## config.mk

```make
export PLATFORM = sky130hd
export DESIGN_NAME = serial_slave_rx
export DESIGN_NICKNAME = d
export VERILOG_FILES = /design/src/rtl/serial_slave_rx_pkg.sv /design/src/rtl/serial_slave_rx_sipo_shift.sv /design/src/rtl/serial_slave_rx.sv
export SDC_FILE = /design/constraint.sdc
export NUM_CORES = 1
export LEC_CHECK = 0
export CAP_MARGIN = 10
export CORE_AREA = 8 8 130 96
export DETAILED_ROUTE_END_ITERATION = 12
export DIE_AREA = 0 0 138 104
export SLEW_MARGIN = 20
export SYNTH_ARGS = -nofsm -noshare
export SYNTH_HDL_FRONTEND = slang
export SYNTH_SLANG_ARGS = --single-unit
```

## constraint.sdc

```tcl
create_clock -name clk -period 6.5 [get_ports clk]
set_clock_uncertainty 0.05 [all_clocks]
set_input_delay 0.65 -clock clk [delete_from_list [all_inputs] [get_ports clk]]
set_output_delay 0.65 -clock clk [all_outputs]
set_load 0.02 [all_outputs]
```

## src/rtl/serial_slave_rx_pkg.sv

```systemverilog
// Shared definitions for the serial slave receiver.
//   ADDR_W_DEF / DATA_W_DEF / BURST_W_DEF : default widths of the top-level parameters
//   rx_state_e                            : receiver FSM state encoding
package serial_slave_rx_pkg;

    localparam int ADDR_W_DEF  = 12;
    localparam int DATA_W_DEF  = 8;
    localparam int BURST_W_DEF = 12;

    typedef enum logic [1:0] {
        ST_IDLE     = 2'd0,
        ST_ADDR_RX  = 2'd1,
        ST_DATA_RX  = 2'd2,
        ST_RD_BURST = 2'd3
    } rx_state_e;

endpackage

```

## src/rtl/serial_slave_rx_sipo_shift.sv

```systemverilog
// Generic LSB-first serial-to-parallel shifter.
//   clk, reset : clock, async active-high reset
//   clear      : discard any partial word and restart the bit count
//   shift_en   : sample din on this edge
//   din        : serial input bit
//   word       : assembled word, complete in the cycle done is high
//   done       : high in the cycle whose edge samples the last bit
module sipo_shift #(
    parameter int WIDTH = 8
) (
    input  logic             clk,
    input  logic             reset,
    input  logic             clear,
    input  logic             shift_en,
    input  logic             din,
    output logic [WIDTH-1:0] word,
    output logic             done
);

    localparam int                CNT_W    = $clog2(WIDTH + 1);
    localparam logic [CNT_W-1:0]  CNT_LOAD = CNT_W'(WIDTH - 1);

    logic [WIDTH-1:0] shreg_q, shreg_d;
    logic [CNT_W-1:0] cnt_q, cnt_d;

    // The final bit is merged combinationally so the caller can capture the
    // whole word on the same edge that samples its MSB.
    assign word = {din, shreg_q[WIDTH-1:1]};

    // cnt_q counts the bits still to come after the current one; the owner
    // always clears before the first shift, so the reset value of zero is safe.
    always_comb begin
        shreg_d = shreg_q;
        cnt_d   = cnt_q;
        done    = 1'b0;
        if (clear) begin
            shreg_d = '0;
            cnt_d   = CNT_LOAD;
        end else if (shift_en) begin
            shreg_d = word;
            if (cnt_q == '0) begin
                done  = 1'b1;
                cnt_d = CNT_LOAD;
            end else begin
                cnt_d = cnt_q - 1'b1;
            end
        end
    end

    always_ff @(posedge clk or posedge reset) begin
        if (reset) begin
            shreg_q <= '0;
            cnt_q   <= '0;
        end else begin
            shreg_q <= shreg_d;
            cnt_q   <= cnt_d;
        end
    end

endmodule

```

## src/rtl/serial_slave_rx.sv

```systemverilog
// Serial slave receiver: handshake, serial address/data reception, read and
// write bursts with address auto-increment, abort on master_valid drop.
//   clk, reset            : clock, async active-high reset
//   rx_addr, rx_data      : serial address / data lines, LSB first
//   master_valid          : master request, must stay high through a transaction
//   write_en, read_en     : transaction direction, sampled at handshake
//   burst_len             : extra beats after the first, sampled at handshake
//   slave_ready           : high while idle and able to accept a handshake
//   addr_out, addr_valid  : current beat address and its one-cycle pulse
//   data_out, data_valid  : last received write word and its one-cycle pulse
//   burst_count           : beats completed minus one in the current transaction
//   abort                 : one-cycle pulse when a transaction is abandoned
//
// state       | meaning
// ST_IDLE     | waiting for handshake (slave_ready high)
// ST_ADDR_RX  | shifting in the ADDR_W address bits
// ST_DATA_RX  | shifting in DATA_W-bit write words, back-to-back for bursts
// ST_RD_BURST | one address increment per cycle until burst_len reached
module serial_slave_rx
    import serial_slave_rx_pkg::*;
#(
    parameter int ADDR_W  = ADDR_W_DEF,
    parameter int DATA_W  = DATA_W_DEF,
    parameter int BURST_W = BURST_W_DEF
) (
    input  logic               clk,
    input  logic               reset,
    input  logic               rx_addr,
    input  logic               rx_data,
    input  logic               master_valid,
    input  logic               write_en,
    input  logic               read_en,
    input  logic [BURST_W-1:0] burst_len,
    output logic               slave_ready,
    output logic [ADDR_W-1:0]  addr_out,
    output logic [DATA_W-1:0]  data_out,
    output logic               addr_valid,
    output logic               data_valid,
    output logic [BURST_W-1:0] burst_count,
    output logic               abort
);

    rx_state_e          state_q, state_d;
    logic               ready_q, ready_d;
    logic [ADDR_W-1:0]  addr_q, addr_d;
    logic [DATA_W-1:0]  data_q, data_d;
    logic               addr_vld_q, addr_vld_d;
    logic               data_vld_q, data_vld_d;
    logic [BURST_W-1:0] count_q, count_d;
    logic [BURST_W-1:0] len_q, len_d;
    logic               is_wr_q, is_wr_d;
    logic               abort_q, abort_d;

    logic               shift_clr;
    logic [ADDR_W-1:0]  addr_word;
    logic               addr_done;
    logic [DATA_W-1:0]  data_word;
    logic               data_done;
    logic [BURST_W-1:0] count_inc;

    assign count_inc = count_q + 1'b1;

    sipo_shift #(.WIDTH(ADDR_W)) u_addr_shift (
        .clk      (clk),
        .reset    (reset),
        .clear    (shift_clr),
        .shift_en (state_q == ST_ADDR_RX && master_valid),
        .din      (rx_addr),
        .word     (addr_word),
        .done     (addr_done)
    );

    sipo_shift #(.WIDTH(DATA_W)) u_data_shift (
        .clk      (clk),
        .reset    (reset),
        .clear    (shift_clr),
        .shift_en (state_q == ST_DATA_RX && master_valid),
        .din      (rx_data),
        .word     (data_word),
        .done     (data_done)
    );

    always_comb begin
        state_d    = state_q;
        addr_d     = addr_q;
        data_d     = data_q;
        count_d    = count_q;
        len_d      = len_q;
        is_wr_d    = is_wr_q;
        addr_vld_d = 1'b0;
        data_vld_d = 1'b0;
        abort_d    = 1'b0;
        shift_clr  = 1'b0;

        case (state_q)
            ST_IDLE: begin
                // Ambiguous direction (neither or both) is simply not a handshake.
                if (ready_q && master_valid && (write_en ^ read_en)) begin
                    state_d   = ST_ADDR_RX;
                    is_wr_d   = write_en;
                    len_d     = burst_len;
                    count_d   = '0;
                    shift_clr = 1'b1;
                end
            end
            ST_ADDR_RX: begin
                if (addr_done) begin
                    addr_d     = addr_word;
                    addr_vld_d = 1'b1;
                    if (is_wr_q)
                        state_d = ST_DATA_RX;
                    else if (len_q == '0)
                        state_d = ST_IDLE;
                    else
                        state_d = ST_RD_BURST;
                end
            end
            ST_DATA_RX: begin
                if (data_done) begin
                    data_d     = data_word;
                    data_vld_d = 1'b1;
                    if (count_q == len_q) begin
                        state_d = ST_IDLE;
                    end else begin
                        count_d    = count_inc;
                        addr_d     = addr_q + 1'b1;
                        addr_vld_d = 1'b1;
                    end
                end
            end
            ST_RD_BURST: begin
                addr_d     = addr_q + 1'b1;
                count_d    = count_inc;
                addr_vld_d = 1'b1;
                if (count_inc == len_q)
                    state_d = ST_IDLE;
            end
            default: state_d = ST_IDLE;
        endcase

        // A dropped master_valid overrides whatever the beat would have done.
        if (state_q != ST_IDLE && !master_valid) begin
            state_d    = ST_IDLE;
            addr_d     = addr_q;
            data_d     = data_q;
            count_d    = count_q;
            addr_vld_d = 1'b0;
            data_vld_d = 1'b0;
            abort_d    = 1'b1;
            shift_clr  = 1'b1;
        end

        ready_d = (state_d == ST_IDLE);
    end

    always_ff @(posedge clk or posedge reset) begin
        if (reset) begin
            state_q    <= ST_IDLE;
            ready_q    <= 1'b0;
            addr_q     <= '0;
            data_q     <= '0;
            addr_vld_q <= 1'b0;
            data_vld_q <= 1'b0;
            count_q    <= '0;
            len_q      <= '0;
            is_wr_q    <= 1'b0;
            abort_q    <= 1'b0;
        end else begin
            state_q    <= state_d;
            ready_q    <= ready_d;
            addr_q     <= addr_d;
            data_q     <= data_d;
            addr_vld_q <= addr_vld_d;
            data_vld_q <= data_vld_d;
            count_q    <= count_d;
            len_q      <= len_d;
            is_wr_q    <= is_wr_d;
            abort_q    <= abort_d;
        end
    end

    assign slave_ready = ready_q;
    assign addr_out    = addr_q;
    assign data_out    = data_q;
    assign addr_valid  = addr_vld_q;
    assign data_valid  = data_vld_q;
    assign burst_count = count_q;
    assign abort       = abort_q;

endmodule

```

# After elaboration in Yosys (flattened, before gate mapping)
# Index checks and enable logic that the tools add are counted.
[word_totals] out_inout_bits=36 word_cells=94 regBits=79
[op_classes] n_mux=45 n_addsub=4 n_bitwise=2 n_eq_ne=9 reduce_logical=20
[op_table] operator="two-way mux 12 bit" count=8
[op_table] operator="one-hot mux 12 bit (3 select lines)" count=2
[op_table] operator="adder 12 x 1 -> 12 bit, second input constant" count=2
[op_table] operator="== test 12 bit" count=2
[op_table] operator="two-way mux 4 bit" count=6
[op_table] operator="two-way mux 1 bit" count=17
[op_table] operator="two-way mux 2 bit" count=8
[op_table] operator="two-way mux 8 bit" count=2
[op_table] operator="zero test 12 bit" count=1
[op_table] operator="AND reduction 5 bit" count=2
[op_table] operator="zero test 4 bit" count=2
[op_table] operator="!= test 2 bit, second input constant" count=4
[op_table] operator="one-hot mux 2 bit (4 select lines)" count=1
[op_table] operator="subtractor 4 x 1 -> 4 bit, second input constant" count=2
[op_table] operator="nonzero test 2 bit" count=3
[op_table] operator="nonzero test 3 bit" count=2
[op_table] operator="logical AND 1 bit" count=5
[op_table] operator="== test 2 bit, second input constant" count=2
[op_table] operator="zero test 2 bit" count=2
[op_table] operator="one-hot mux 1 bit (3 select lines)" count=1
[op_table] operator="AND reduction 3 bit" count=1
[op_table] operator="== test 2 x 1 -> 1 bit, second input constant" count=1
[op_table] operator="AND reduction 2 bit" count=1
[op_table] operator="zero test 1 bit" count=1
[op_table] operator="2 further kinds" count=2

# Longest topological paths before layout
[depth] ltp_word=10 depth_mapped=10 mapped_depth_nobuf=9

# Cells and area by module
# A second synthesis with hierarchy kept.
[unflattened] cells_unflattened=440 area_unflattened_um2=4098.9
[by_module_without_submodules] mod="serial_slave_rx" instances=1 seq_area_each_um2=1276.2 cells_each=332 area_each_um2=2872.8
[by_module_without_submodules] mod="sipo_shift (u_addr_shift)" instances=1 seq_area_each_um2=375.4 cells_each=62 area_each_um2=700.7
[by_module_without_submodules] mod="sipo_shift (u_data_shift)" instances=1 seq_area_each_um2=275.3 cells_each=46 area_each_um2=525.5

# Least setup slack after synthesis
# OpenSTA, ideal clock, no wires.
[synth_timing] kind="register -> register" startpoint="register count_q[8] (netlist: burst_count[8])" endpoint="register addr_q[2] (netlist: addr_out[2])" slack_ps=4041 path_stages_with_launch=10 n_path_buf=2 required_time_ps=6327 period_less_slack_ps=2459 t_arrival_ps=2286 setup_time_ps=123 cell_sequence="dfrtp_1 -> buf_6 -> xor2_2 -> or4_4 -> o31a_4 -> o221ai_4 -> inv_2 -> buf_6 -> a21oi_1 -> a21oi_1"
[synth_between] elab_chain_cells=3
[synth_lines] item="from (decl)" line="serial_slave_rx.sv:49" source="logic [BURST_W-1:0] count_q, count_d;"
[synth_lines] item="from (signal assigned)" line="serial_slave_rx.sv:175" source="count_q <= count_d;"
[synth_lines] item="== test 12 bit" line="serial_slave_rx.sv:122" source="if (count_q == len_q) begin"
[synth_lines] item="!= test 2 bit (no source line)"
[synth_lines] item="AND reduction 5 bit (no source line)"
[synth_lines] item="to (signal assigned)" line="serial_slave_rx.sv:171" source="addr_q <= addr_d;"
[synth_lines] item="to (decl)" line="serial_slave_rx.sv:45" source="logic [ADDR_W-1:0] addr_q, addr_d;"
# No other way between the ends.
# A chain may end at the register's enable or synchronous reset.

# Worst setup path in the final report
[layout_timing] startpoint="input port master_valid" endpoint="register count_q[9] (netlist: burst_count[9])"
[layout_between] elab_chain_cells=8 elab_cells_between_ends=14 cone_classes="eq/ne (2); mux (5); bitwise (1); reduce/logical (6)"
[layout_lines] item="from (decl)" line="serial_slave_rx.sv:30" source="input logic master_valid,"
[layout_lines] item="logical AND 1 bit (2 in series)" line="serial_slave_rx.sv:98" source="if (ready_q && master_valid && (write_en ^ read_en)) begin"
[layout_lines] item="two-way mux 1 bit" line="serial_slave_rx.sv:98"
[layout_lines] item="two-way mux 1 bit" line="serial_slave_rx.sv:95" source="case (state_q)"
[layout_lines] item="two-way mux 1 bit" line="serial_slave_rx.sv:142" source="if (state_q != ST_IDLE && !master_valid) begin"
[layout_lines] item="two-way mux 1 bit" line="serial_slave_rx_sipo_shift.sv:36" source="if (clear) begin"
[layout_lines] item="!= test 2 bit (no source line)"
[layout_lines] item="AND reduction 5 bit (no source line) (*)"
# Every way passes the cells marked *; elsewhere a longest branch is shown, timed or not.

==> results.toml <==
[status]
outcome = "finished, final reports clean"

[floorplanning]
rows = 32
die_h_um = 104
die_w_um = 138
coreArea_mm2 = 0.0106
dieArea_mm2 = 0.0144
start_util_pct = 38.4
ioPinCount = 55

[clock_network]
cts_root_buf = "clkbuf_16"
hold_buffers = 0
ctsResizeCount = 0
post_cts_buffers = 0
clk_pin_slew_ns = 0.06
clockBufferDepth = 2
htree_levels = 3
cts_tree = "yes"
insertion_delay_ns = 0.34
cts_made_buffers = 9
cts.sinks = 77

[setup_path]
cp_slowest_cell = "or4b_1"
critical_path_buf_inv_count = 2
path_delay_family = "simple AND/OR/NAND/NOR gates"
crit_path_cell_trace = "clkdlybuf4s50_1 -> nand3b_1 -> or4b_1 -> clkinv_2 -> o31a_4 -> o21ai_4 -> or4_1 -> a21oi_1"
cp_max_fo = 19
cp.required_ns = 6.70
cp_data_arrival_time_ns = 3.69
cp.depth = 8
reg2reg_depth = 8
cp-start-kind = "input port"
end_kind = "register"
critPathKind = "input port to register"
cp_slowest_stage_delay_ns = 0.82

[synth]
synth.mux.area_fraction_pct = 0.741
synth_top_flop_cell = "dfrtp_1"
syn_nets = 481
synth_top_cells_by_area = "dfrtp_1, nand2_1, a21oi_1, xor2_1, nand3_1"
synth_warnings = 0
synth_top_area_share_pct = 47.5
synth-xor-area-share_pct = 5.80
synth_top_family_by_area = "simple AND/OR/NAND/NOR gates"
seq_area_frac_synth_pct = 47.5
synthAdderAreaFrac_pct = 1.85
synth-seq-cells = 77
netlist_instances = 456
synth.largest_area_cell = "dfrtp_1"
synth-simple-area-share_pct = 23.9
synthesis.area_mm2 = 0.00406
synth.distinct_cells = 57
syn_area_per_cell_um2 = 8.89
synth-compound-area-share_pct = 15.1
synthArstFlopShare_pct = 100
synth_edf_count = 0

[sta]
min_period_ns = 3.49
relSlewSlack_pct = 44.0
hold_viol = 0
slew_violations = 0
fin_crit_sh_pct = 53.7
setup_viol = 0
tightest_slew_ns = 0.840
rsz0062_at_grt = "no"
finalSetupTns_ns = 0
fmax_mhz = 287
setup_ws_ns = 3.01

[placed_design]
post-place-ws_ns = 2.68
dp_cells = 624
gp_congestion = 0.805
portBuffers = 54
dp_hpwl_um = 7110

[worst_hold_path]
whs_path_depth = 2
hold_path.class = "register to register"

[power]
ir_drop_uv = 159
leakage_nw = 2.10
total_power_mw = 1.33
powerDensity_mw_per_mm2 = 271

[grt]
grt_max_degree = 78
grt_pass1_wl_um = 17000
gr-usage-all-layers_pct = 14.3
grt_antenna_before_repair = 0
gr-total-overflow = 0
grt_pass1_vias = 3279

[run]
maxCapViolations = 0

[routing]
ant_nets = 0
dr.first_iter.drc_count = 224
post_drt_via_cell_ratio = 5.31
vias = 3392
drc_errors = 0
wl_um = 10100
dr.pass1.iters = 4
routedWlPerCell_um = 15.9

[final_layout]
num_antenna_cells = 0
final_cells = 639
layout_common_cells = "nand2_1, dfrtp_1, clkdlybuf4s50_1"
fin_nets = 524
syn_to_final_growth_pct = 21.0
mostFrequentLayoutCell = "nand2_1"
layout-drive-gt1-share_pct = 5.96
==> cell usage after synthesis, drive strengths merged, types with 3 or more instances <==
| cell | number |
|---|---|
| nor2 | 14 |
| inv | 14 |
| buf | 10 |
| or3 | 4 |
| dfrtp | 77 |
| o22ai | 5 |
| nand3 | 18 |
| xor2 | 16 |
| ha | 6 |
| nor3 | 9 |
| nor4 | 6 |
| xnor2 | 10 |
| clkbuf | 14 |
| a31oi | 3 |
| o21ai | 18 |
| and3 | 5 |
| nand2 | 127 |
| mux2i | 3 |
| or4 | 8 |
| o211ai | 7 |
| a21oi | 37 |
| o31ai | 4 |
| nand4 | 7 |
| o21a | 6 |
==> layer usage <==
layer  GRT usage (%)  wire [um]  up-vias
met4            4.49        111        0
met2            20.8       4440       68
met5               0          0        -
li1                -          -     1662
met1            19.5       5020     1654
met3            4.79        557        8
==> tightest hold or removal path: stages (launching register included) <==
cell     delay [ns]
dfrtp_1        0.34
nand2_1        0.05
nand2_1        0.05
==> cell families after synthesis <==
family	Yosys count
multiplexers	3
adder cells (fa/ha/maj)	6
buffers and inverters	40
AO/OA/AOI/OAI	92
XOR/XNOR	26
flip-flops	77
AND/OR/NAND/NOR	212
==> path summary, 6_finish.rpt <==
check | to | slack (ns) | from
worst max-delay path | burst_count[9] | 3.01 | master_valid
worst min-delay path | data_out[2] | 0.43 | data_out[2]
worst max register to register | burst_count[9] | 3.41 | state_q[1]
worst min register to register | data_out[2] | 0.43 | data_out[2]
max in group asynchronous | len_q[8] | 5.12 | reset
min in group asynchronous | data_valid | 0.77 | reset
==> report_power, final <==
group / internal, mW / leakage, nW / switching (mW) / total (mW)
sequential: 0.534 / 1.01 / 0.0668 / 0.601
combinational: 0.117 / 0.965 / 0.149 / 0.266
clock: 0.265 / 0.127 / 0.196 / 0.461
total: 0.916 / 2.10 / 0.412 / 1.33
==> registers in the layout, summed over array words and instances, names as in the netlist <==
signal / cells
addr_out: 12
state_q: 2
u_addr_shift.shreg_q: 11
abort: 1
data_out: 8
burst_count: 12
u_data_shift.shreg_q: 7
data_valid: 1
len_q: 12
addr_valid: 1
slave_ready: 1
u_data_shift.cnt_q: 4
u_addr_shift.cnt_q: 4
is_wr_q: 1
==> metrics by stage <==
step / hold slack, ns / utilization, % / cell area [um^2]
floorplan: 0.387 / - / 4060
global placement: 0.414 / 43.9 / 4640
detailed placement: 0.421 / 43.9 / 4640
CTS: 0.435 / 46.4 / 4900
global route: 0.459 / 46.4 / 4910
finish: 0.428 / 46.4 / 4910
==> cell type report <==
| cell class | count | area [um^2] |
|---|---|---|
| Fill cell | 1033 | 5660 |
| Sequential cell | 77 | 1930 |
| Multi-Input combinational cell | 339 | 1920 |
| Timing Repair Buffer | 56 | 559 |
| Clock buffer | 11 | 243 |
| Tap cell | 136 | 170 |
| Inverter | 16 | 61.3 |
| Clock inverter | 4 | 25.0 |
Note: power is estimated with default switching activity, not from simulation.
==> RTL edit: new RTL, config.mk and constraints unchanged <==
Change the package constant `DATA_W_DEF` from 8 to 4.
--- a/src/rtl/serial_slave_rx_pkg.sv
+++ b/src/rtl/serial_slave_rx_pkg.sv
@@ -4,7 +4,7 @@
 package serial_slave_rx_pkg;
 
     localparam int ADDR_W_DEF  = 12;
-    localparam int DATA_W_DEF  = 8;
+    localparam int DATA_W_DEF  = 4;
     localparam int BURST_W_DEF = 12;
 
     typedef enum logic [1:0] {
Interface: changed (resized data_out); port bits go from 55 to 51. No check against the original RTL was run, so the function may have changed too.
==> RTL edit against the original RTL <==
- die area unchanged
- fmax up 16%
- synthesized area fell by 9.5%
- synthesized cell count decreased by 11%
- cell count fell by 7.7%
- power rose by 11%
- setup slack improved by 480 ps
- count of clock-buffer cells in the layout shrank 2
- routed wire length decreased by 9.7%
- final area decreased by 6.9%
- sequential cell count decreased by 9
- non-clock buffer count fell by 4
- via count down 9.4%
- critical endpoint is now burst_count[3]$_DFFE_PP0P_
- largest cell class is now multi-input gates
- highest routed layer unchanged
==> RTL edit: results (changes against the original RTL) <==
Status -> complete, no violations (unchanged)
LEAKAGE -> 1.87 nW (was 2.10 nW)
Yosys warning count -> 0 (unchanged)
Clk Latency, worst-skew pair -> 340 ps (about the same)
Initial antenna violation count -> 0 (unchanged)
Drt pass-1 iters -> 4 (unchanged)
Slowest Stage Delay on Critical Path -> 700 ps (was 820 ps)
Via density per instance -> 5.21 (was 5.31)
Final TNS setup -> 0 ps (unchanged)
Top post-synthesis cells by area -> dfrtp_1 46%, nand2_1 8.9%, o21ai_0 3.8%, xnor2_1 3.3%, a21oi_1 3.1% (was dfrtp_1 48%, nand2_1 12%, a21oi_1 4.2%, xor2_1 3.2%, nand3_1 2.2%)
Buffer count from post-CTS setup fixing -> 0 (unchanged)
Number of library cell types mapped by synthesis -> 58 (was 57)
Pin count of the biggest net entering global routing -> 69 (was 78)
Critical path peak fanout -> 16 (was 19)
Buffer depth of the longest clock path -> 2 (unchanged)
Root Buffer -> clkbuf_16 (unchanged)
Nets -> 475 (was 524)
Critical path's slowest cell -> clkdlybuf4s50_1 (was or4b_1)
Vias in the first global route -> 3073 (was 3279)
Num CTS Buffers -> 9 (unchanged)
Slew HR -> 37.6% (was 44.0%)
Overall routing resource usage -> 13.3% (was 14.3%)
Routed len/inst -> 15.5 microns (was 15.9 microns)
GP Congestion -> 0.827 (was 0.805)
Initial DRC count -> 261 (was 224)
Number of antenna diodes -> 0 (unchanged)
I/O Buffers -> 50 (was 54)
Async SR Flop Fraction -> 100% (unchanged)
Peak supply drop -> 126 uV (was 159 uV)
Dpl hpwl -> 6.53 mm (was 7.11 mm)
H-tree depth -> 3 (unchanged)
Hold WC Path Type -> register to register (unchanged)
Ratio of cells with drive above 1 in the final layout -> 9.25% (was 5.96%)
Delay-heaviest family, CP -> simple AND/OR/NAND/NOR gates (unchanged)
Crit path DAT -> 3210 ps (was 3690 ps)
GR Overflow Total -> 0 (unchanged)
Sw frac -> 32.5% (was 31.0%)
Commonest cells in the synthesized netlist -> 87 x nand2_1, 68 x dfrtp_1, 28 x o21ai_0 (was 127 x nand2_1, 77 x dfrtp_1, 34 x a21oi_1)
First-pass GRT wire length -> 15.7 mm (was 17.0 mm)
Post-synthesis sequential area ratio -> 46.4% (was 47.5%)
Synth Flop Type -> dfrtp_1 (unchanged)
Clk slew on worst S/H paths -> 60 ps (about the same)
CTS resizes -> 0 (unchanged)
Mapped Nets -> 434 (was 481)
-- RTL edit: final timing paths --
path	cells after the start	startpoint	end	slack, ps
max in group asynchronous	3	reset	state_q[1]$_DFF_PP0_	4940
min	1	u_data_shift.cnt_q[0]$_DFFE_PP0P_	u_data_shift.cnt_q[0]$_DFFE_PP0P_	450
min reg2reg	1	u_data_shift.cnt_q[0]$_DFFE_PP0P_	u_data_shift.cnt_q[0]$_DFFE_PP0P_	450
min in group asynchronous	3	reset	addr_out[0]$_DFFE_PP0P_	830
max	6	master_valid	burst_count[3]$_DFFE_PP0P_	3490
max reg2reg	6	state_q[1]$_DFF_PP0_	burst_count[3]$_DFFE_PP0P_	3640
-- RTL edit: cell families (layout without fill, tap and decap cells) --
| family | Yosys count | count (layout) | share of synthesized area [%] |
|---|---|---|---|
| AND/OR/NAND/NOR | 176 | 176 | 23.0 |
| adder cells (fa/ha/maj) | 7 | 7 | 2.39 |
| AO/OA/AOI/OAI | 89 | 89 | 15.2 |
| buffers and inverters | 35 | 81 | 4.47 |
| multiplexers | 8 | 8 | 2.42 |
| XOR/XNOR | 25 | 25 | 6.17 |
| flip-flops | 68 | 68 | 46.4 |
-- RTL edit: per-layer routing --
| layer | up-vias | part of all wire [%] | GRT usage (%) |
|---|---|---|---|
| met5 | - | 0 | 0 |
| met4 | 0 | 1.8 | 4.80 |
| met3 | 14 | 6.2 | 5.11 |
| met2 | 75 | 43 | 19.0 |
| met1 | 1468 | 49 | 17.7 |
| li1 | 1515 | - | - |
-- RTL edit: layout make-up --
class	instances	area [sq um]
inverter	13	51.3
fill	1034	6000
sequential	68	1700
clock buffer	9	225
tap	136	170
multi-input combinational	305	1800
timing repair buffer	52	515
clock inverter	7	100
-- RTL edit: power by group through the flow --
stage               logic [mW]  clock network (mW)  registers [mW]
global placement         0.339                   0           0.598
CTS                      0.347               0.545           0.596
detailed placement       0.345                   0           0.604
global route             0.385               0.562           0.610
floorplan                0.221                   0           0.594
finish                   0.342               0.531           0.596
-- RTL edit: through the flow --
step           worst slack [ps]  total power [mW]  cell area, sq um  util, %  cells
6_report                   3490              1.47              4570     43.2    590
5_1_grt                    3260              1.56              4570     43.2    590
4_1_cts                    3380              1.49              4570     43.2    590
3_5_place_dp               3170             0.949              4240     40.1    574
3_3_place_gp               3220             0.937              4240     40.1    574
2_1_floorplan              4090             0.816              3670        -    408
